--- src/rtl/mem_port_arbiter_pkg.sv ---
// Shared memory-path definitions: arbiter state encoding, owner codes and default
// address/data widths used by the arbiter, memory and fetch blocks.
package riscp_mem_pkg;

   localparam int unsigned ADDR_W = 16;
   localparam int unsigned DATA_W = 32;

   localparam logic OWNER_I = 1'b0;
   localparam logic OWNER_D = 1'b1;

   typedef enum logic [1:0] {
      IDLE,
      GRANT_I,
      GRANT_D,
      DONE
   } arb_state_t;

endpackage

--- src/rtl/mem_arb_pick.sv ---
// Winner select for the shared memory port. Build option MEM_ARB_ROUND_ROBIN_EN
// switches tie-breaking from fixed data priority to alternating round-robin.
module mem_arb_pick (
   input  logic i_req,
   input  logic d_req,
   input  logic last_owner,
   output logic grant_d
);
   import riscp_mem_pkg::*;

`ifdef MEM_ARB_ROUND_ROBIN_EN
   // On a tie the requester that did not hold the last grant goes first.
   assign grant_d = d_req && (!i_req || (last_owner == OWNER_I));
`else
   logic unused_last_owner;
   assign unused_last_owner = last_owner;
   assign grant_d = d_req;
`endif

endmodule

--- src/rtl/mem_port_arbiter.sv ---
// Two-requester (fetch / data) arbiter for a single-port memory with registered
// memory interface and contention counter. Build option: MEM_ARB_ROUND_ROBIN_EN.
module mem_port_arbiter #(
   parameter int unsigned ADDR_W = riscp_mem_pkg::ADDR_W,
   parameter int unsigned DATA_W = riscp_mem_pkg::DATA_W,
   parameter int unsigned CNT_W  = 16
) (
   input  logic              clk,
   input  logic              reset,
   input  logic              i_req,
   input  logic [ADDR_W-1:0] i_addr,
   output logic              i_ack,
   output logic [DATA_W-1:0] i_rdata,
   input  logic              d_req,
   input  logic              d_we,
   input  logic [ADDR_W-1:0] d_addr,
   input  logic [DATA_W-1:0] d_wdata,
   output logic              d_ack,
   output logic [DATA_W-1:0] d_rdata,
   output logic              mem_req,
   output logic              mem_we,
   output logic [ADDR_W-1:0] mem_addr,
   output logic [DATA_W-1:0] mem_wdata,
   input  logic              mem_ack,
   input  logic [DATA_W-1:0] mem_rdata,
   output logic              busy,
   output logic              owner_d,
   output logic [CNT_W-1:0]  conflict_cnt
);
   import riscp_mem_pkg::*;

   arb_state_t        state_q, state_d;
   logic              mem_req_q, mem_req_d;
   logic              mem_we_q, mem_we_d;
   logic [ADDR_W-1:0] mem_addr_q, mem_addr_d;
   logic [DATA_W-1:0] mem_wdata_q, mem_wdata_d;
   logic              i_ack_q, i_ack_d;
   logic              d_ack_q, d_ack_d;
   logic [DATA_W-1:0] i_rdata_q, i_rdata_d;
   logic [DATA_W-1:0] d_rdata_q, d_rdata_d;
   logic              owner_d_q, owner_d_d;
   logic [CNT_W-1:0]  conflict_q, conflict_d;
   logic              pick_grant_d;

   // The latched owner doubles as last_owner for round-robin tie-breaking.
   mem_arb_pick u_pick (
      .i_req      (i_req),
      .d_req      (d_req),
      .last_owner (owner_d_q),
      .grant_d    (pick_grant_d)
   );

   always_ff @(posedge clk) begin
      if (reset) begin
         state_q     <= IDLE;
         mem_req_q   <= 1'b0;
         mem_we_q    <= 1'b0;
         mem_addr_q  <= '0;
         mem_wdata_q <= '0;
         i_ack_q     <= 1'b0;
         d_ack_q     <= 1'b0;
         i_rdata_q   <= '0;
         d_rdata_q   <= '0;
         owner_d_q   <= OWNER_I;
         conflict_q  <= '0;
      end else begin
         state_q     <= state_d;
         mem_req_q   <= mem_req_d;
         mem_we_q    <= mem_we_d;
         mem_addr_q  <= mem_addr_d;
         mem_wdata_q <= mem_wdata_d;
         i_ack_q     <= i_ack_d;
         d_ack_q     <= d_ack_d;
         i_rdata_q   <= i_rdata_d;
         d_rdata_q   <= d_rdata_d;
         owner_d_q   <= owner_d_d;
         conflict_q  <= conflict_d;
      end
   end

   always_comb begin
      state_d = state_q;
      case (state_q)
         IDLE:             if (i_req || d_req) state_d = pick_grant_d ? GRANT_D : GRANT_I;
         GRANT_I, GRANT_D: if (mem_ack) state_d = DONE;
         DONE:             state_d = IDLE;
         default:          state_d = IDLE;
      endcase
   end

   always_comb begin
      mem_req_d   = mem_req_q;
      mem_we_d    = mem_we_q;
      mem_addr_d  = mem_addr_q;
      mem_wdata_d = mem_wdata_q;
      i_ack_d     = 1'b0;
      d_ack_d     = 1'b0;
      i_rdata_d   = i_rdata_q;
      d_rdata_d   = d_rdata_q;
      owner_d_d   = owner_d_q;
      conflict_d  = conflict_q;
      case (state_q)
         IDLE: begin
            if (i_req || d_req) begin
               mem_req_d = 1'b1;
               owner_d_d = pick_grant_d ? OWNER_D : OWNER_I;
               if (pick_grant_d) begin
                  mem_we_d    = d_we;
                  mem_addr_d  = d_addr;
                  mem_wdata_d = d_wdata;
               end else begin
                  mem_we_d    = 1'b0;
                  mem_addr_d  = i_addr;
                  mem_wdata_d = '0;
               end
               if (i_req && d_req && (conflict_q != '1)) conflict_d = conflict_q + CNT_W'(1);
            end
         end
         GRANT_I: begin
            if (mem_ack) begin
               mem_req_d = 1'b0;
               i_ack_d   = 1'b1;
               i_rdata_d = mem_rdata;
            end
         end
         GRANT_D: begin
            if (mem_ack) begin
               mem_req_d = 1'b0;
               d_ack_d   = 1'b1;
               if (!mem_we_q) d_rdata_d = mem_rdata;
            end
         end
         default: ;
      endcase
   end

   assign mem_req      = mem_req_q;
   assign mem_we       = mem_we_q;
   assign mem_addr     = mem_addr_q;
   assign mem_wdata    = mem_wdata_q;
   assign i_ack        = i_ack_q;
   assign d_ack        = d_ack_q;
   assign i_rdata      = i_rdata_q;
   assign d_rdata      = d_rdata_q;
   assign owner_d      = owner_d_q;
   assign conflict_cnt = conflict_q;
   assign busy         = (state_q != IDLE);

`ifndef SYNTHESIS
   // A requester must keep its request up until its access is acknowledged.
   a_i_req_held : assert property (@(posedge clk) disable iff (reset) (state_q == GRANT_I) |-> i_req);
   a_d_req_held : assert property (@(posedge clk) disable iff (reset) (state_q == GRANT_D) |-> d_req);
`endif

endmodule

--- config.mk ---
export PLATFORM = sky130hd
export DESIGN_NAME = mem_port_arbiter
export DESIGN_NICKNAME = d
export VERILOG_FILES = /design/src/rtl/mem_port_arbiter_pkg.sv /design/src/rtl/mem_arb_pick.sv /design/src/rtl/mem_port_arbiter.sv
export SDC_FILE = /design/constraint.sdc
export NUM_CORES = 1
export LEC_CHECK = 0
export BUFFER_PORTS_ARGS = -buffer_cell sky130_fd_sc_hd__buf_2
export CORE_MARGIN = 5
export CORE_UTILIZATION = 40
export CTS_CLUSTER_DIAMETER = 200
export CTS_CLUSTER_SIZE = 8
export DETAILED_ROUTE_END_ITERATION = 10
export PLACE_DENSITY = 0.7
export SETUP_SLACK_MARGIN = 0.1
export SLEW_MARGIN = 10
export SYNTH_ARGS = -nofsm -noshare
export SYNTH_HDL_FRONTEND = slang
export SYNTH_HIERARCHICAL = 1
export SYNTH_SLANG_ARGS = --single-unit
--- constraint.sdc ---
create_clock -name clk -period 2.5 [get_ports clk]
set_clock_uncertainty 0.15 [all_clocks]
set_input_delay 0.125 -clock clk [delete_from_list [all_inputs] [get_ports clk]]
set_output_delay 0.125 -clock clk [all_outputs]
set_load 0.02 [all_outputs]
# Word level (Yosys, flattened, before mapping)
# Cells that the tools add are included.
# op_classes
bitwise	3
n_eq_ne	6
add_sub_neg	1
reduce_logical	15
muxes	12
# op_table
op	count
32-bit 2-to-1 mux	1
16-bit by 1-bit adder with 16-bit output, second input constant	1
16-bit 2-to-1 mux	1
16-bit inequality test, second input constant	1
3-bit AND reduction	3
2-bit 2-to-1 mux	3
2-bit case mux with 3 select lines	1
2-bit AND reduction	3
2-bit OR reduction	3
1-bit 2-to-1 mux	5
2-bit equality test, second input constant	2
2-bit nonzero test	2
1-bit NOT	3
2-bit by 1-bit equality test with 1-bit output, second input constant	1
1-bit logical AND	2
2-bit logical NOT	1
2-bit by 1-bit inequality test with 1-bit output, second input constant	1
2-bit inequality test, second input constant	1
1-bit case mux with 2 select lines	1
1-bit logical OR	1
# totals
regBits	135
word_cells	48
out_inout_bits	134

# Longest topological paths before layout
# Gate-level depths: netlist (run 1).
# depth
depth_word	4
ltp_mapped	8

# Cells and area by module
# Netlist (run 1), hierarchy kept.
# by_module_without_submodules
module	cells_per_inst	area_per_inst_um2	n_inst	seq_area_each_um2
mem_port_arbiter	643	5233.8	1	2702.6
mem_arb_pick	1	7.5	1	0.0

# Worst setup path before layout (run 1)
# Ideal clock, no wire load.
# synth_timing
path_type	register to register
startpoint	register state_q[0]
endpoint	register conflict_q[13], in the netlist conflict_cnt[13]
required_ns	2.280
path_slack_ns	0.349
period_less_slack_ns	2.151
arrival_ns	1.930
setup_time_ns	0.070
stages_incl_launch_ff	7
path_cell_list	dfxtp_1 inv_1 ha_1 nand3_1 or4_4 or4_1 a21oi_1
# synth_via
elab_chain_cells	2
# synth_lines
element	line	text
start, declared	mem_port_arbiter.sv:32	arb_state_t state_q, state_d;
start signal, assigned	mem_port_arbiter.sv:67	state_q <= state_d;
2-bit logical NOT	mem_port_arbiter.sv:102	case (state_q)
3-bit AND reduction (no source line)	-	
end signal, assigned	mem_port_arbiter.sv:77	conflict_q <= conflict_d;
end, declared	mem_port_arbiter.sv:42	logic [CNT_W-1:0] conflict_q, conflict_d;
# Every way passes these cells.
# A chain may end at the register's enable or synchronous reset.

# Worst setup path after layout (run 1)
# layout_timing
startpoint	register state_q[0]
endpoint	register conflict_q[12], in the netlist conflict_cnt[12]
# The elaborated chain is that of the path after synthesis.

==> flow_summary.json, run 1 <==
{
  "status": "finished clean",
  "hpwl_um": 10850,
  "path_buf_inv": 1,
  "place_congestion": 0.8467,
  "initial_utilization_pct": 41.20,
  "cp_cell_sequence": "inv_1, ha_1, and3_1, nand4_1, nor4_1, mux2_2",
  "min-delay-start": "d_req",
  "reg2reg_from": "state_q[0]",
  "ant_nets": 0,
  "port_buffers": 235,
  "drtPass1Iterations": 5,
  "crit_path_end_kind": "flop",
  "antenna-diode-count": 0,
  "crit_family": "simple AND/OR/NAND/NOR gates",
  "die_x_um": 124.5,
  "seq_power_share_pct": 35.7,
  "cts_resized": 0,
  "io_pins": 236,
  "met3_length_um": 1396,
  "power_frac_comb_pct": 31.1,
  "period_share_pct": 87.88,
  "clk_pin_slew_ps": 60,
  "fin_util_pct": 64.02,
  "die_h_um": 124.5,
  "syn_inst": 644,
  "synth.avg_cell_area_um2": 8.139,
  "stdcell_area_um2": 8145,
  "synth_seq_cells": 135,
  "worstPathArrival_ps": 2340,
  "area_growth_pct": 55.41,
  "async_reset_ff_share_pct": 0,
  "critPathLaunchType": "flop",
  "power_uw": 7415,
  "grtUsageTotal_pct": 21.99,
  "viasPerCell": 5.051,
  "drcViolationCount": 0,
  "met2_length_um": 8467,
  "coreArea_um2": 12720,
  "totalWireLength_um": 17460,
  "cts_tree": "yes",
  "netSwitchingPower_uw": 2622,
  "die_area_um2": 15490,
  "max_stage_delay_ps": 370,
  "yosysSeqAreaShare_pct": 51.56,
  "clock.fmax_mhz": 455.2,
  "wl_per_cell_um": 15.23,
  "slew_violations": 0,
  "final_common_cell": "buf_2",
  "num_rows": 41,
  "synthDistinctLibCells": 41,
  "tightestPinTransition_ps": 907.1,
  "synth_edf_count": 0,
  "cts_buffers": 17,
  "dp.cells": 1016,
  "clockPowerShare_pct": 33.2,
  "cts-root-buf": "clkbuf_16",
  "clockBufferDepth": 2,
  "rsz0062_at_grt": "false",
  "crit_required_ps": 2650,
  "synth_ff_type": "dfxtp_1",
  "cap_violations": 0,
  "most-common-layout-cells": "buf_2 (234), nand2_1 (173), dfxtp_1 (135), a21oi_1 (105), dlygate4sd3_1 (99)",
  "grt_pass1_wl_um": 28210,
  "num_vias": 5793,
  "grt_overflow_total": 0,
  "slew_headroom_pct": 39.53,
  "critical_path.startpoint": "state_q[0]",
  "tns_ps": 0,
  "drtIter0Drc": 362,
  "num-fill-cells": 1072,
  "peakVddDrop_v": 0.0004777,
  "wl_met1_um": 6938,
  "nets": 1069,
  "clkLatencyLatePin_ps": 410,
  "grt_max_degree": 76,
  "p_leak_uw": 0.003615,
  "p_sw_share_pct": 35.37,
  "netlist_area_um2": 5241,
  "power.density_nw_per_um2": 910.4,
  "htreeDepth": 4,
  "synth_nets": 751,
  "layout-drive-gt1-share_pct": 29.85,
  "ys_warn_count": 6,
  "internal_power_uw": 4793,
  "finalSetupViolations": 0,
  "dpl_cell_area_um2": 6568,
  "period_needed_ps": 2197,
  "clock-sinks": 135,
  "cp_max_fo": 10,
  "antenna_found_initial": 0,
  "min_path_type": "in2reg",
  "highest_layer": "met4",
  "cpMaxStageDelayCell": "mux2_2",
  "worstSetupPathType": "reg2reg",
  "post_layout_nonfiller_instances": 1147,
  "hold_viol_final": 0,
  "grt_pass1_vias": 5701
}
per-stage QoR:
stage	hold WS, ps	setup WS, ps
floorplan	111.0	349.1
detailed placement	234.7	310.6
global route	166.0	178.6
global placement	228.5	351.3
CTS	106.9	306.2
finish	130.4	303.0
cell type report:
class                      count  area, um^2  share of cell area [%]
timing repair buffer         345        2265                   27.80
inverter                       8       30.03                  0.3687
clock inverter                14       147.6                   1.813
multi-input combinational    455        2346                   28.80
sequential                   135        2703                   33.18
tap                          172       215.2                   2.642
clock buffer                  18       439.2                   5.392
cell usage after synthesis (all sizes together) (2+ instances only):
master / n / share of area (%)
nand2: 173 / 12
dfxtp: 135 / 52
a21oi: 105 / 10
clkbuf: 39 / 2.8
nand3: 39 / 3.7
nor2: 31 / 2.2
a211oi: 18 / 2.6
mux2i: 17 / 3.2
inv: 8 / 0.57
buf: 7 / 0.57
nand4: 7 / 0.95
nor2b: 7 / 0.84
nor3: 7 / 0.67
ha: 5 / 1.2
nor4: 5 / 0.60
or4: 5 / 0.79
and3: 4 / 0.50
o31ai: 4 / 0.57
a311oi: 3 / 0.50
a22oi: 2 / 0.29
and4: 2 / 0.36
mux2: 2 / 0.43
nand2b: 2 / 0.24
o211ai: 2 / 0.29
o21ai: 2 / 0.19
o41ai: 2 / 0.33
or2: 2 / 0.24
or3: 2 / 0.29
what timing repair did:
item / in CTS / in global routing
buffers inserted: 0 / 0
endpoints found under the hold margin: 119 / 0
hold buffers: 99 / 0
sequential cells by signal (all words and copies together) (netlist names), 2 cells and up:
register      flops
mem_wdata        32
state_q           2
conflict_cnt     16
mem_addr         16
i_rdata          32
d_rdata          32
power groups by stage:
| stage | registers, uW | clock network (uW) | logic [uW] |
|---|---|---|---|
| after global placement | 2670 | 0 | 2140 |
| final | 2650 | 2460 | 2310 |
| after detailed placement | 2690 | 0 | 2160 |
| after global routing | 2680 | 2600 | 2530 |
| after floorplan | 3060 | 0 | 1030 |
| after CTS | 2650 | 2510 | 2290 |
worst paths after layout:
| path | end | slack [ps] | depth (start not counted) |
|---|---|---|---|
| hold reg to reg | d_rdata[6] | 300 | 2 |
| hold / removal | conflict_cnt[3] | 130 | 4 |
| setup reg to reg | conflict_cnt[12] | 300 | 6 |
| setup / recovery | conflict_cnt[12] | 300 | 6 |
per-layer routing:
| metal | global-route usage, % | vias up |
|---|---|---|
| met5 | 0 | - |
| met2 | 36.07 | 263 |
| met3 | 7.890 | 60 |
| li1 | - | 2840 |
| met1 | 25.03 | 2630 |
| met4 | 11.61 | 0 |
worst register-to-register path, stage by stage (launching register included):
cell and delay [ps]:
dfxtp_1 320, inv_1 100, ha_1 250, and3_1 240, nand4_1 340, nor4_1 320
mux2_2 370
kinds of logic after synthesis:
family	synth area share, %
AND/OR/NAND/NOR	23.92
AO/OA/AOI/OAI	15.71
flip-flops	51.56
buffers and inverters	3.939
multiplexers	3.676
adder cells (fa/ha/maj)	1.194
(Power assumes the default switching activity.)
==> run 2, diff against run 1 <==
--- a/config.mk
+++ b/config.mk
@@ -12,6 +12,7 @@
 export CTS_CLUSTER_SIZE = 8
 export DETAILED_ROUTE_END_ITERATION = 10
 export PLACE_DENSITY = 0.7
+export RECOVER_POWER = 25
 export SETUP_SLACK_MARGIN = 0.1
 export SLEW_MARGIN = 10
 export SYNTH_ARGS = -nofsm -noshare
==> constraint.sdc (replaced) <==
create_clock -name clk -period 2.5 [get_ports clk]
set_clock_uncertainty 0.15 [all_clocks]
set_input_delay 0.125 -clock clk [delete_from_list [all_inputs] [get_ports clk]]
set_output_delay 0.125 -clock clk [all_outputs]
set_load 0.05 [all_outputs]
==> run 2 against run 1 <==
  * Maximum frequency down 0.41%
  * Sequential cell count unchanged
  * Clock power about the same
  * Count of clock-buffer cells in the layout stayed put
  * Hold slack improved by 0.80 ps
  * Largest power group is now combinational logic
  * Highest routed layer unchanged
==> flow_summary.json, run 2 (synthesized netlist as in run 1, its figures left out) <==
{
  "num_vias": 5787,
  "coreArea_um2": 12720,
  "slew_headroom_pct": 40.36,
  "finalSetupViolations": 0,
  "p_leak_uw": 0.003334,
  "post_cts_buffers": 0,
  "clockBufferDepth": 2,
  "grt_pass1_vias": 5701,
  "worstPathArrival_ps": 2350,
  "tightestPinTransition_ps": 894.4,
  "critPathLaunchType": "flop",
  "layout-drive-gt1-share_pct": 22.97,
  "ant_nets": 0,
  "hold_slack_ps": 131.2,
  "cp_max_fo": 10,
  "power.density_nw_per_um2": 1004,
  "hold_viol_final": 0,
  "grt_max_degree": 76,
  "viasPerCell": 5.045,
  "num_rows": 41,
  "wl_per_cell_um": 15.25,
  "totalWireLength_um": 17490,
  "rsz0062_at_grt": "false",
  "num-fill-cells": 1103,
  "min_path_type": "in2reg",
  "worstSetupPathType": "reg2reg",
  "cpMaxStageDelayCell": "mux2_2",
  "period_needed_ps": 2206,
  "hpwl_um": 10850,
  "period_share_pct": 88.24,
  "die_area_um2": 15490,
  "peakVddDrop_v": 0.0005776,
  "drtPass1Iterations": 5,
  "cap_violations": 0,
  "grt_overflow_total": 0,
  "multiInputGateArea_um2": 2346,
  "area_growth_pct": 53.81,
  "drtIter0Drc": 390,
  "regArea_um2": 2703,
  "grt_pass1_wl_um": 28210,
  "initial_utilization_pct": 41.20,
  "grtUsageTotal_pct": 21.99,
  "die_x_um": 124.5,
  "slew_violations": 0,
  "antenna_found_initial": 0,
  "cp_cell_sequence": "inv_1, ha_1, and3_1, nand4_1, nor4_1, mux2_2",
  "clkLatencyLatePin_ps": 410,
  "antenna-diode-count": 0,
  "crit_path_end_kind": "flop",
  "power_uw": 8091,
  "most-common-layout-cells": "nand2_1 (173), buf_2 (167), dfxtp_1 (135), a21oi_1 (105), dlygate4sd3_1 (99)",
  "cts_tree": "yes",
  "final_common_cell": "nand2_1",
  "hold_buffers": 99,
  "drcViolationCount": 0,
  "io_pins": 236,
  "tns_ps": 0,
  "cts_buffers": 17,
  "place_congestion": 0.8467,
  "clk_pin_slew_ps": 60,
  "clock.fmax_mhz": 453.3,
  "max_stage_delay_ps": 370,
  "die_h_um": 124.5,
  "cts_resized": 0,
  "crit_required_ps": 2650,
  "cts-root-buf": "clkbuf_16",
  "htreeDepth": 4,
  "nets": 1069,
  "clock-sinks": 135,
  "port_buffers": 235,
  "status": "finished clean"
}
[run 2: cell count changes in the layout (fill, tap and decap cells not counted)]
cell	previous run	this run
buf_2	234	167
clkbuf_1	0	67
[run 2: through the flow]
stage	area, um^2	worst slack (ps)	utilization [%]	cells
global route	8061	178.6	63.37	1147
global placement	6568	351.3	51.62	1016
finish	8061	294.0	63.37	1147
floorplan	5241	153.1	-	644
CTS	8145	306.2	64.02	1147
detailed placement	6568	310.6	51.62	1016
[run 2: worst max-delay path: cells and delay by family (launching register included)]
family	cells	cell delay, ps
and+or+nand+nor	3	900
buffers and inverters	1	100
muxes	1	370
adders and majority gates	1	250
DFF	1	320
[run 2: area by class of cell]
class	count	share of cell area, %
Tap cell	172	2.670
Sequential cell	135	33.52
Clock buffer	18	5.448
Timing Repair Buffer	345	27.05
Multi-Input combinational cell	455	29.10
Inverter	8	0.3725
Clock inverter	14	1.831
[run 2: worst paths after layout]
| kind | slack [ps] | depth (start not counted) | startpoint | endpoint |
|---|---|---|---|---|
| max | 290 | 6 | state_q[0] | conflict_cnt[12] |
| min | 130 | 4 | d_req | conflict_cnt[3] |
| max reg2reg | 290 | 6 | state_q[0] | conflict_cnt[12] |
| min reg2reg | 300 | 2 | d_rdata[6] | d_rdata[6] |
[run 2: routing by layer]
| layer | routed length (um) | global-route usage (%) |
|---|---|---|
| met1 | 6986 | 25.03 |
| met2 | 8454 | 36.07 |
| met3 | 1433 | 7.890 |
| met4 | 612 | 11.61 |
| met5 | 0 | 0 |
[run 2: where the power goes]
| part | switching (uW) | internal, uW | leakage [uW] |
|---|---|---|---|
| clock network | 966 | 1500 | 0.000287 |
| registers | 174 | 2480 | 0.00110 |
| logic | 2200 | 769 | 0.00195 |
==> run 3, diff against run 2 <==
--- a/config.mk
+++ b/config.mk
@@ -7,11 +7,10 @@
 export LEC_CHECK = 0
 export BUFFER_PORTS_ARGS = -buffer_cell sky130_fd_sc_hd__buf_2
 export CORE_MARGIN = 5
-export CORE_UTILIZATION = 40
+export CORE_UTILIZATION = 30
 export CTS_CLUSTER_DIAMETER = 200
 export CTS_CLUSTER_SIZE = 8
 export DETAILED_ROUTE_END_ITERATION = 10
-export PLACE_DENSITY = 0.7
 export RECOVER_POWER = 25
 export SETUP_SLACK_MARGIN = 0.1
 export SLEW_MARGIN = 10
==> run 3 against run 2 <==
  * Cell count rose by 5.1%
  * Clock power rose by 17%
  * Cell area rose by 2.3%
  * Via count fell by 2.2%
  * Setup slack got worse by 18 ps
  * Die area rose by 30%
  * Highest routed layer unchanged
==> flow_summary.json, run 3 (synthesized netlist as in run 1, its figures left out) <==
{
  "viasPerCell": 4.697,
  "rsz0062_at_grt": "false",
  "period_share_pct": 88.96,
  "num_vias": 5660,
  "cts-root-buf": "clkbuf_16",
  "crit_required_ps": 2680,
  "htreeDepth": 4,
  "r2r_cells": 8,
  "cap_violations": 0,
  "hpwl_um": 11120,
  "die_area_um2": 20210,
  "port_buffers": 235,
  "critPathLaunchType": "flop",
  "grt_overflow_total": 0,
  "multiInputGateArea_um2": 2346,
  "die_h_um": 142.2,
  "netSwitchingPower_uw": 3348,
  "final_common_cell": "nand2_1",
  "path_buf_inv": 4,
  "p_leak_uw": 0.003387,
  "die_x_um": 142.2,
  "place_congestion": 0.8003,
  "crit_path_end_kind": "flop",
  "most-common-layout-cells": "nand2_1 (173), buf_2 (167), dfxtp_1 (135), a21oi_1 (105), dlygate4sd3_1 (101)",
  "worstSetupPathType": "reg2reg",
  "clockPowerShare_pct": 33.8,
  "seq_power_share_pct": 31.2,
  "grt_pass1_vias": 5759,
  "io_pins": 236,
  "max_stage_delay_ps": 570,
  "drtIter0Drc": 324,
  "power_frac_comb_pct": 35.0,
  "cpMaxStageDelayCell": "dlygate4sd3_1",
  "crit_path_frequent_cell": "inv_1",
  "cts_buffers": 17,
  "clockBufferDepth": 2,
  "tightestPinTransition_ps": 699.8,
  "antenna_found_initial": 1,
  "coreArea_um2": 17240,
  "area_growth_pct": 57.36,
  "initial_utilization_pct": 30.41,
  "num_rows": 48,
  "ant_nets": 0,
  "internal_power_uw": 5147,
  "regArea_um2": 2703,
  "grt_pass1_wl_um": 28630,
  "hold_viol_final": 0,
  "hold_slack_ps": 145.8,
  "p_sw_share_pct": 39.41,
  "period_needed_ps": 2224,
  "cts_resized": 0,
  "slew_headroom_pct": 52.91,
  "power_uw": 8495,
  "power.density_nw_per_um2": 1030,
  "grtUsageTotal_pct": 17.34,
  "num-fill-cells": 1685,
  "totalWireLength_um": 17750,
  "crit_path_end": "mem_we",
  "clkLatencyLatePin_ps": 410,
  "min_path_type": "in2reg",
  "reg2reg_from": "state_q[0]",
  "nets": 1073,
  "worstPathArrival_ps": 2410,
  "cts_tree": "yes",
  "crit_family": "buffers and inverters",
  "grt_max_degree": 68,
  "critical_path.startpoint": "state_q[0]",
  "cp_cell_sequence": "inv_1, ha_1, inv_1, nor2_4, buf_12, nand3_1, dlygate4sd3_1, a21oi_1",
  "reg2reg_to": "mem_we",
  "wl_per_cell_um": 14.73,
  "finalSetupViolations": 0,
  "drtPass1Iterations": 4,
  "drcViolationCount": 0,
  "tns_ps": 0,
  "r2r_slack_ps": 280,
  "clk_pin_slew_ps": 60,
  "peakVddDrop_v": 0.0004654,
  "clock.fmax_mhz": 449.6,
  "layout-drive-gt1-share_pct": 22.80,
  "cp_max_fo": 66,
  "clock-sinks": 135,
  "cp.depth": 8,
  "status": "finished clean",
  "slew_violations": 0
}
## run 3: cell types whose count changed in the layout (fill, tap and decap cells not counted), sizes merged
cell         change
clkinv           -4
clkinvlp         -2
clkbuf           +2
bufinv           +4
dlygate4sd3      +2
diode            +2
inv              -1
buf              +2
## run 3: area by class of cell
type,count,share of cell area (%)
flip-flops and latches,135,32.77
clock inverters,11,2.670
repair buffers,349,26.87
clock buffers,20,5.416
inverters,8,0.3641
well taps,225,3.413
multi-input cells,455,28.44
diodes,2,0.06068
## run 3: worst reg2reg max path: cells and delay by family, from the launching register on
family | cells | cell delay, ps
buffers and inverters | 4 | 1050
AOI/OAI and AO/OA | 1 | 130
adders and majority gates | 1 | 250
DFF | 1 | 320
and+or+nand+nor | 2 | 260
## run 3: power groups by stage
stage	Sequential [uW]	Combinational, uW	Clock (uW)
6_report	2650	2970	2870
5_1_grt	2700	3210	3030
4_1_cts	2640	3030	2930
3_5_place_dp	2690	2890	0
3_3_place_gp	2680	2890	0
2_1_floorplan	3740	1060	0
## run 3: timing repair
action,CTS,global route
endpoints found under the hold margin,124,0
setup buffers,0,2
hold buffers,101,0
endpoints found under the setup margin,0,2
## run 3: how the worst min path moves through the flow
stage | startpoint | end | slack (ps) | cells after the start
floorplan | mem_rdata[0] | d_rdata[0] | 110 | 2
global placement | mem_rdata[30] | d_rdata[30] | 230 | 3
detailed placement | mem_rdata[27] | d_rdata[27] | 230 | 3
CTS | i_req | conflict_cnt[1] | 120 | 5
global route | i_req | conflict_cnt[1] | 160 | 5
finish | i_req | conflict_cnt[1] | 150 | 5
## run 3: metal layers
| layer | GRT usage (%) | part of all wire (%) | wire length, um | up-vias |
|---|---|---|---|---|
| met5 | 0 | 0 | 0 | - |
| met4 | 7.980 | 3.5 | 629 | 0 |
| met3 | 5.376 | 7.0 | 1234 | 49 |
| met2 | 28.99 | 48 | 8572 | 197 |
| met1 | 20.35 | 41 | 7314 | 2549 |
| li1 | - | - | - | 2865 |
## run 3: per-stage QoR
| stage | instances | utilization (%) | cell area, um^2 | setup WS [ps] |
|---|---|---|---|---|
| floorplan | 644 | - | 5241 | 153.1 |
| global placement | 1069 | 38.49 | 6634 | 314.8 |
| detailed placement | 1069 | 38.49 | 6634 | 291.8 |
| CTS | 1201 | 48.22 | 8312 | 245.2 |
| global route | 1204 | 47.84 | 8245 | 111.3 |
| finish | 1205 | 47.85 | 8248 | 276.0 |
